### src/rtl/interrupt_scan_scheduler.sv
// Walks the enabled interrupt lines through one shared checker: select, settle, start, handshake, observe, capture.
// DONE follows RUN by 1 + per-channel cost; RUN is ignored while BUSY, ABORT returns to IDLE from any state.
module interrupt_scan_scheduler #(
   parameter int SEL_W  = 2,
   parameter int WIN_W  = 16,
   parameter int SETTLE = 4,
   parameter int ARM_TO = 3
) (
   input  logic                  CLK,
   input  logic                  RST_N,
   input  logic                  RUN,
   input  logic                  ABORT,
   input  logic [2**SEL_W-1:0]   CH_ENABLE,
   input  logic [WIN_W-1:0]      WINDOW,
   output logic                  BUSY,
   output logic                  DONE,
   output logic [SEL_W-1:0]      CHK_SEL,
   output logic                  CHK_START,
   input  logic                  CHK_BUSY,
   input  logic                  CHK_INIT_STATE,
   input  logic                  CHK_TRANSITION,
   output logic [2**SEL_W-1:0]   INIT_STATES,
   output logic [2**SEL_W-1:0]   TRANSITIONS,
   output logic [2**SEL_W-1:0]   ERR_CH
);
   localparam int N_CH = 2**SEL_W;

   typedef enum logic [2:0] {IDLE, SELECT, START, ARM_HI, ARM_LO, OBSERVE, CAPTURE, FINISH} state_t;

   state_t            state, state_d;
   logic [WIN_W-1:0]  cnt, cnt_d;
   logic [SEL_W-1:0]  ch, ch_d;
   logic [N_CH-1:0]   en_q;
   logic [WIN_W-1:0]  win_q;
   logic              start_q;
   logic              latch, cap, err_set, adv;
   logic              lo_found, nx_found;
   logic [SEL_W-1:0]  lo_idx, nx_idx;

   // ABORT must kill a start pulse already on the wire this cycle.
   assign CHK_START = start_q & ~ABORT;

   always_comb begin
      lo_found = 1'b0;
      lo_idx   = '0;
      nx_found = 1'b0;
      nx_idx   = '0;
      for (int i = N_CH - 1; i >= 0; i--) begin
         if (CH_ENABLE[i]) begin
            lo_found = 1'b1;
            lo_idx   = SEL_W'(i);
         end
         if (en_q[i] && (i > int'(ch))) begin
            nx_found = 1'b1;
            nx_idx   = SEL_W'(i);
         end
      end
   end

   always_comb begin
      state_d = state;
      cnt_d   = cnt;
      ch_d    = ch;
      latch   = 1'b0;
      cap     = 1'b0;
      err_set = 1'b0;
      adv     = 1'b0;
      case (state)
         IDLE: begin
            if (RUN) begin
               latch   = 1'b1;
               ch_d    = lo_idx;
               cnt_d   = '0;
               state_d = lo_found ? SELECT : FINISH;
            end
         end
         SELECT: begin
            if (cnt == WIN_W'(SETTLE - 1)) begin
               state_d = START;
               cnt_d   = '0;
            end else begin
               cnt_d = cnt + WIN_W'(1);
            end
         end
         START: begin
            state_d = ARM_HI;
            cnt_d   = '0;
         end
         ARM_HI: begin
            if (CHK_BUSY) begin
               state_d = ARM_LO;
               cnt_d   = '0;
            end else if (cnt == WIN_W'(ARM_TO - 1)) begin
               err_set = 1'b1;
               adv     = 1'b1;
            end else begin
               cnt_d = cnt + WIN_W'(1);
            end
         end
         ARM_LO: begin
            if (!CHK_BUSY) begin
               state_d = (win_q == '0) ? CAPTURE : OBSERVE;
               cnt_d   = '0;
            end else if (cnt == WIN_W'(ARM_TO - 1)) begin
               err_set = 1'b1;
               adv     = 1'b1;
            end else begin
               cnt_d = cnt + WIN_W'(1);
            end
         end
         OBSERVE: begin
            if (cnt == win_q - WIN_W'(1)) begin
               state_d = CAPTURE;
               cnt_d   = '0;
            end else begin
               cnt_d = cnt + WIN_W'(1);
            end
         end
         CAPTURE: begin
            cap = 1'b1;
            adv = 1'b1;
         end
         FINISH:  state_d = IDLE;
         default: state_d = IDLE;
      endcase

      if (adv) begin
         cnt_d = '0;
         if (nx_found) begin
            state_d = SELECT;
            ch_d    = nx_idx;
         end else begin
            state_d = FINISH;
         end
      end

      if (ABORT) begin
         state_d = IDLE;
         cnt_d   = '0;
         ch_d    = ch;
         latch   = 1'b0;
         cap     = 1'b0;
         err_set = 1'b0;
      end
   end

   always_ff @(posedge CLK or negedge RST_N) begin
      if (!RST_N) begin
         state       <= IDLE;
         cnt         <= '0;
         ch          <= '0;
         en_q        <= '0;
         win_q       <= '0;
         BUSY        <= 1'b0;
         DONE        <= 1'b0;
         start_q     <= 1'b0;
         CHK_SEL     <= '0;
         INIT_STATES <= '0;
         TRANSITIONS <= '0;
         ERR_CH      <= '0;
      end else begin
         state   <= state_d;
         cnt     <= cnt_d;
         ch      <= ch_d;
         BUSY    <= (state_d != IDLE);
         DONE    <= (state_d == FINISH);
         start_q <= (state_d == START);
         if (state_d == SELECT && state != SELECT)
            CHK_SEL <= ch_d;
         if (latch) begin
            en_q        <= CH_ENABLE;
            win_q       <= WINDOW;
            INIT_STATES <= '0;
            TRANSITIONS <= '0;
            ERR_CH      <= '0;
         end
         if (cap) begin
            INIT_STATES[ch] <= CHK_INIT_STATE;
            TRANSITIONS[ch] <= CHK_TRANSITION;
         end
         if (err_set)
            ERR_CH[ch] <= 1'b1;
      end
   end
endmodule

### config.mk
export PLATFORM = sky130hd
export DESIGN_NAME = interrupt_scan_scheduler
export DESIGN_NICKNAME = d
export VERILOG_FILES = /design/src/rtl/interrupt_scan_scheduler.sv
export SDC_FILE = /design/constraint.sdc
export NUM_CORES = 1
export LEC_CHECK = 0
export CAP_MARGIN = 10
export CORE_ASPECT_RATIO = 1.75
export CORE_MARGIN = 2
export CORE_UTILIZATION = 56
export DETAILED_ROUTE_END_ITERATION = 8
export GPL_ROUTABILITY_DRIVEN = 1
export PLACE_DENSITY = 0.88
export SYNTH_ARGS = -nofsm -noshare
export SYNTH_HDL_FRONTEND = slang
export SYNTH_SLANG_ARGS = --single-unit
### constraint.sdc
create_clock -name CLK -period 4 [get_ports CLK]
set_input_delay 0.4 -clock CLK [delete_from_list [all_inputs] [get_ports CLK]]
set_output_delay 0.4 -clock CLK [all_outputs]
set_load 0.005 [all_outputs]
==> results.py <==
metrics = {
    "run_status": {
        "status": "finished, final reports clean",
    },
    "final_layout": {
        "drive_above_1_share_pct": 6.576,
        "final_cells": 519,
        "num-nets-final": 466,
        "diodes": 0,
        "syn_to_final_growth_pct": 18.75,
    },
    "floorplanning": {
        "num_rows": 37,
        "core_area_um2": 5879,
        "io_pins": 44,
        "fp.dieH_um": 106.9,
        "die_area_um2": 6716,
        "die_w_um": 62.81,
        "start_util_pct": 57.65,
    },
    "yosys": {
        "avgSynthCellArea_um2": 8.495,
        "synthXorXnorAreaFrac_pct": 5.685,
        "synth.top_cell.area_share_pct": 42.08,
        "synth-compound-area-share_pct": 16.54,
        "synth_cell_types": 57,
        "synth-async-reset-ratio_pct": 100.0,
        "yosys_most_used_dff": "dfrtp_1",
        "synth_edf_count": 0,
        "muxShareOfSynthArea_pct": 0.7383,
        "yosys.area_share.adder_pct": 1.107,
        "synth_top_family_by_area": "simple AND/OR/NAND/NOR gates",
        "synth_top_area_cell": "dfrtp_1",
        "synthTopCellsByArea": "dfrtp_1 42%, nand2_1 8.1%, xnor2_1 3.9%",
        "syn-num-nets": 429,
        "syn_area_um2": 3390,
        "ys_seq_area_share_pct": 42.08,
        "ys_warn_count": 0,
        "ys_ff_latch": 57,
        "synthesis.instances": 399,
        "synthSimpleGateAreaFrac_pct": 29.94,
    },
    "power": {
        "p_total_mw": 1.529,
        "powerDensity_nw_per_um2": 380.0,
        "p_leak_nw": 1.844,
        "peakVddDrop_v": 0.0003096,
    },
    "sta": {
        "layout_min_cycle_time_ps": 3044,
        "setup_viol": 0,
        "finalSetupTns_ps": 0,
        "relSlewSlack_pct": 51.09,
        "min_period_over_period_pct": 76.10,
        "finalClockSkew_ps": 6.930,
        "worstMarginPinSlew_ps": 733.7,
        "fmax_ghz": 0.3285,
        "grt_setup_unrepaired": "no",
        "drv_slew": 0,
        "finalHoldViolations": 0,
    },
    "placed_design": {
        "place_inst": 503,
        "post-dp-hpwl_um": 6388,
        "port_buffers": 43,
        "gp_congestion": 1.039,
    },
    "setup_path": {
        "cp_max_fo": 25,
        "crit_arrival_ps": 3270,
        "r2r_cells": 8,
        "crit_type": "flop to flop",
        "r2r_end": "cnt[12]$_DFFE_PN0P_",
        "cp_slowest_stage_delay_ps": 590,
        "cp.depth": 8,
        "critPathSlowestCell": "or4_4",
        "crit_path_start": "win_q[2]$_DFFE_PN0P_",
        "r2r_slack_ps": 960,
        "worstSetupEndpoint": "cnt[12]$_DFFE_PN0P_",
        "crit-reg2reg-launch": "win_q[2]$_DFFE_PN0P_",
        "crit_buf_inv": 0,
        "crit_chain": "or4_4 > or3_1 > a21oi_1 > o22ai_1 > nor4_1 > o21a_2 > nor2_1 > a211o_1",
        "worstSetupEndpointType": "flop",
        "cp.required_ps": 4220,
        "start_kind": "flop",
        "critical-path-top-delay-family": "simple AND/OR/NAND/NOR gates",
    },
    "clock_network": {
        "cts_hold_buf": 0,
        "clkTransAtPathRegs_ps": 60,
        "cts_tree": "built",
        "cts.path.max_buffers": 2,
        "cts_sinks": 57,
        "post_cts_buffers": 0,
        "htreeDepth": 3,
        "clock_latency_ps": 340,
        "cts_resized": 0,
        "root_buffer": "clkbuf_8",
        "cts-buffers-inserted": 9,
    },
    "grt": {
        "grt_pass1_wl_um": 14010,
        "grt_pass1_vias": 3041,
        "grt_overflow_total": 0,
        "track_usage_pct": 27.07,
        "antenna_found_initial": 0,
        "grt_max_degree": 58,
    },
    "route": {
        "drc": 0,
        "vias_per_cell": 6.137,
        "totalWireLength_um": 8537,
        "vias": 3185,
        "first_pass_iters": 5,
        "post_drt_wl_per_cell_um": 16.45,
        "ant_nets": 0,
        "drtIter0Drc": 351,
    },
    "worst_hold_path": {
        "worstHoldPathType": "primary input to asynchronous set/reset pin",
    },
    "job": {
        "cap_violations": 0,
    },
}
## through the flow
step	instance area, µm²	hold WS, ps	setup WS, ps	utilization [%]
2_1_floorplan	3390	104.4	1175	-
3_3_place_gp	3851	470.6	1020	65.50
3_5_place_dp	3851	475.4	939.6	65.50
4_1_cts	4025	217.7	962.9	68.46
5_1_grt	4025	260.9	727.0	68.46
6_report	4025	203.6	955.9	68.46
## logic make-up after synthesis
kind of cell,Yosys count
compound gates,86
buf+inv,34
mux,2
simple gates,195
fa+ha+maj,3
xor+xnor,22
flops,57
## synth_stat cells (5+ instances only)
library cell  count
nand2_1          73
dfrtp_1          57
o21ai_0          26
nor2_1           22
clkbuf_1         17
a21oi_1          15
inv_1            15
nand3_1          15
xnor2_1          15
and3_1           14
nor3_1           12
nor4_1           10
a21o_1            9
nor2b_1           9
nand2b_1          8
nor3b_1           7
xor2_1            7
o21ai_1           5
## flip-flops by register name, indices dropped and copies added, names as in the netlist
signal	flops
BUSY	1
CHK_SEL	2
DONE	1
ERR_CH	4
INIT_STATES	4
TRANSITIONS	4
ch	2
cnt	16
en_q	3
start_q	1
state	3
win_q	16
## layer usage
metal,part of all wire [%],wire [µm],global-route usage (%),vias to the layer above
li1,-,-,-,1484
met1,36,3077,28.08,1533
met2,54,4647,49.31,138
met3,5.2,447,6.296,30
met4,4.3,364,15.40,0
met5,0,0,0,-
## power by group
part,switching (mW),total [mW],internal [mW]
registers,0.0819,0.713,0.631
clock network,0.218,0.473,0.256
logic,0.180,0.343,0.163
total,0.480,1.53,1.05
## how the worst min path moves through the flow
stage | endpoint | slack (ps) | depth (start not counted)
after floorplan | BUSY$_DFF_PN0_ | 100 | 0
after global placement | CHK_SEL[1]$_DFFE_PN0P_ | 470 | 1
after detailed placement | CHK_SEL[1]$_DFFE_PN0P_ | 480 | 1
after CTS | start_q$_DFF_PN0_ | 220 | 2
after global routing | BUSY$_DFF_PN0_ | 260 | 2
final | state[0]$_DFF_PN0_ | 200 | 2
## layout make-up
type	instances	area, µm²
inverter	15	56.30
clock buffer	13	158.9
tap	78	97.59
fill	476	1854
clock inverter	3	15.01
timing repair buffer	45	440.4
sequential	57	1426
multi-input combinational	308	1831
## worst register-to-register path: stages, from the launching register on
cell and delay [ps]:
dfrtp_1 450, or4_4 590, or3_1 380, a21oi_1 150, o22ai_1 120, nor4_1 400
o21a_2 470, nor2_1 100, a211o_1 280
## placed cells by master (no fill, tap or decap), types with 3 or more instances in the layout
master	Yosys	final
nand2_1	73	73
dfrtp_1	57	57
clkdlybuf4s50_1	0	42
o21ai_0	26	26
nor2_1	22	22
inv_1	15	15
xnor2_1	15	15
a21oi_1	15	15
nand3_1	15	15
and3_1	14	14
nor3_1	12	12
clkbuf_8	0	11
nor4_1	10	10
nor2b_1	9	9
a21o_1	9	9
nand2b_1	8	8
xor2_1	7	7
nor3b_1	7	7
o21ai_1	5	5
or3_1	4	4
o211ai_1	4	4
a31oi_1	3	3
a211o_1	3	3
a22o_1	3	3
ha_1	3	3
clkinv_2	0	3
(Power assumes the default switching activity.)
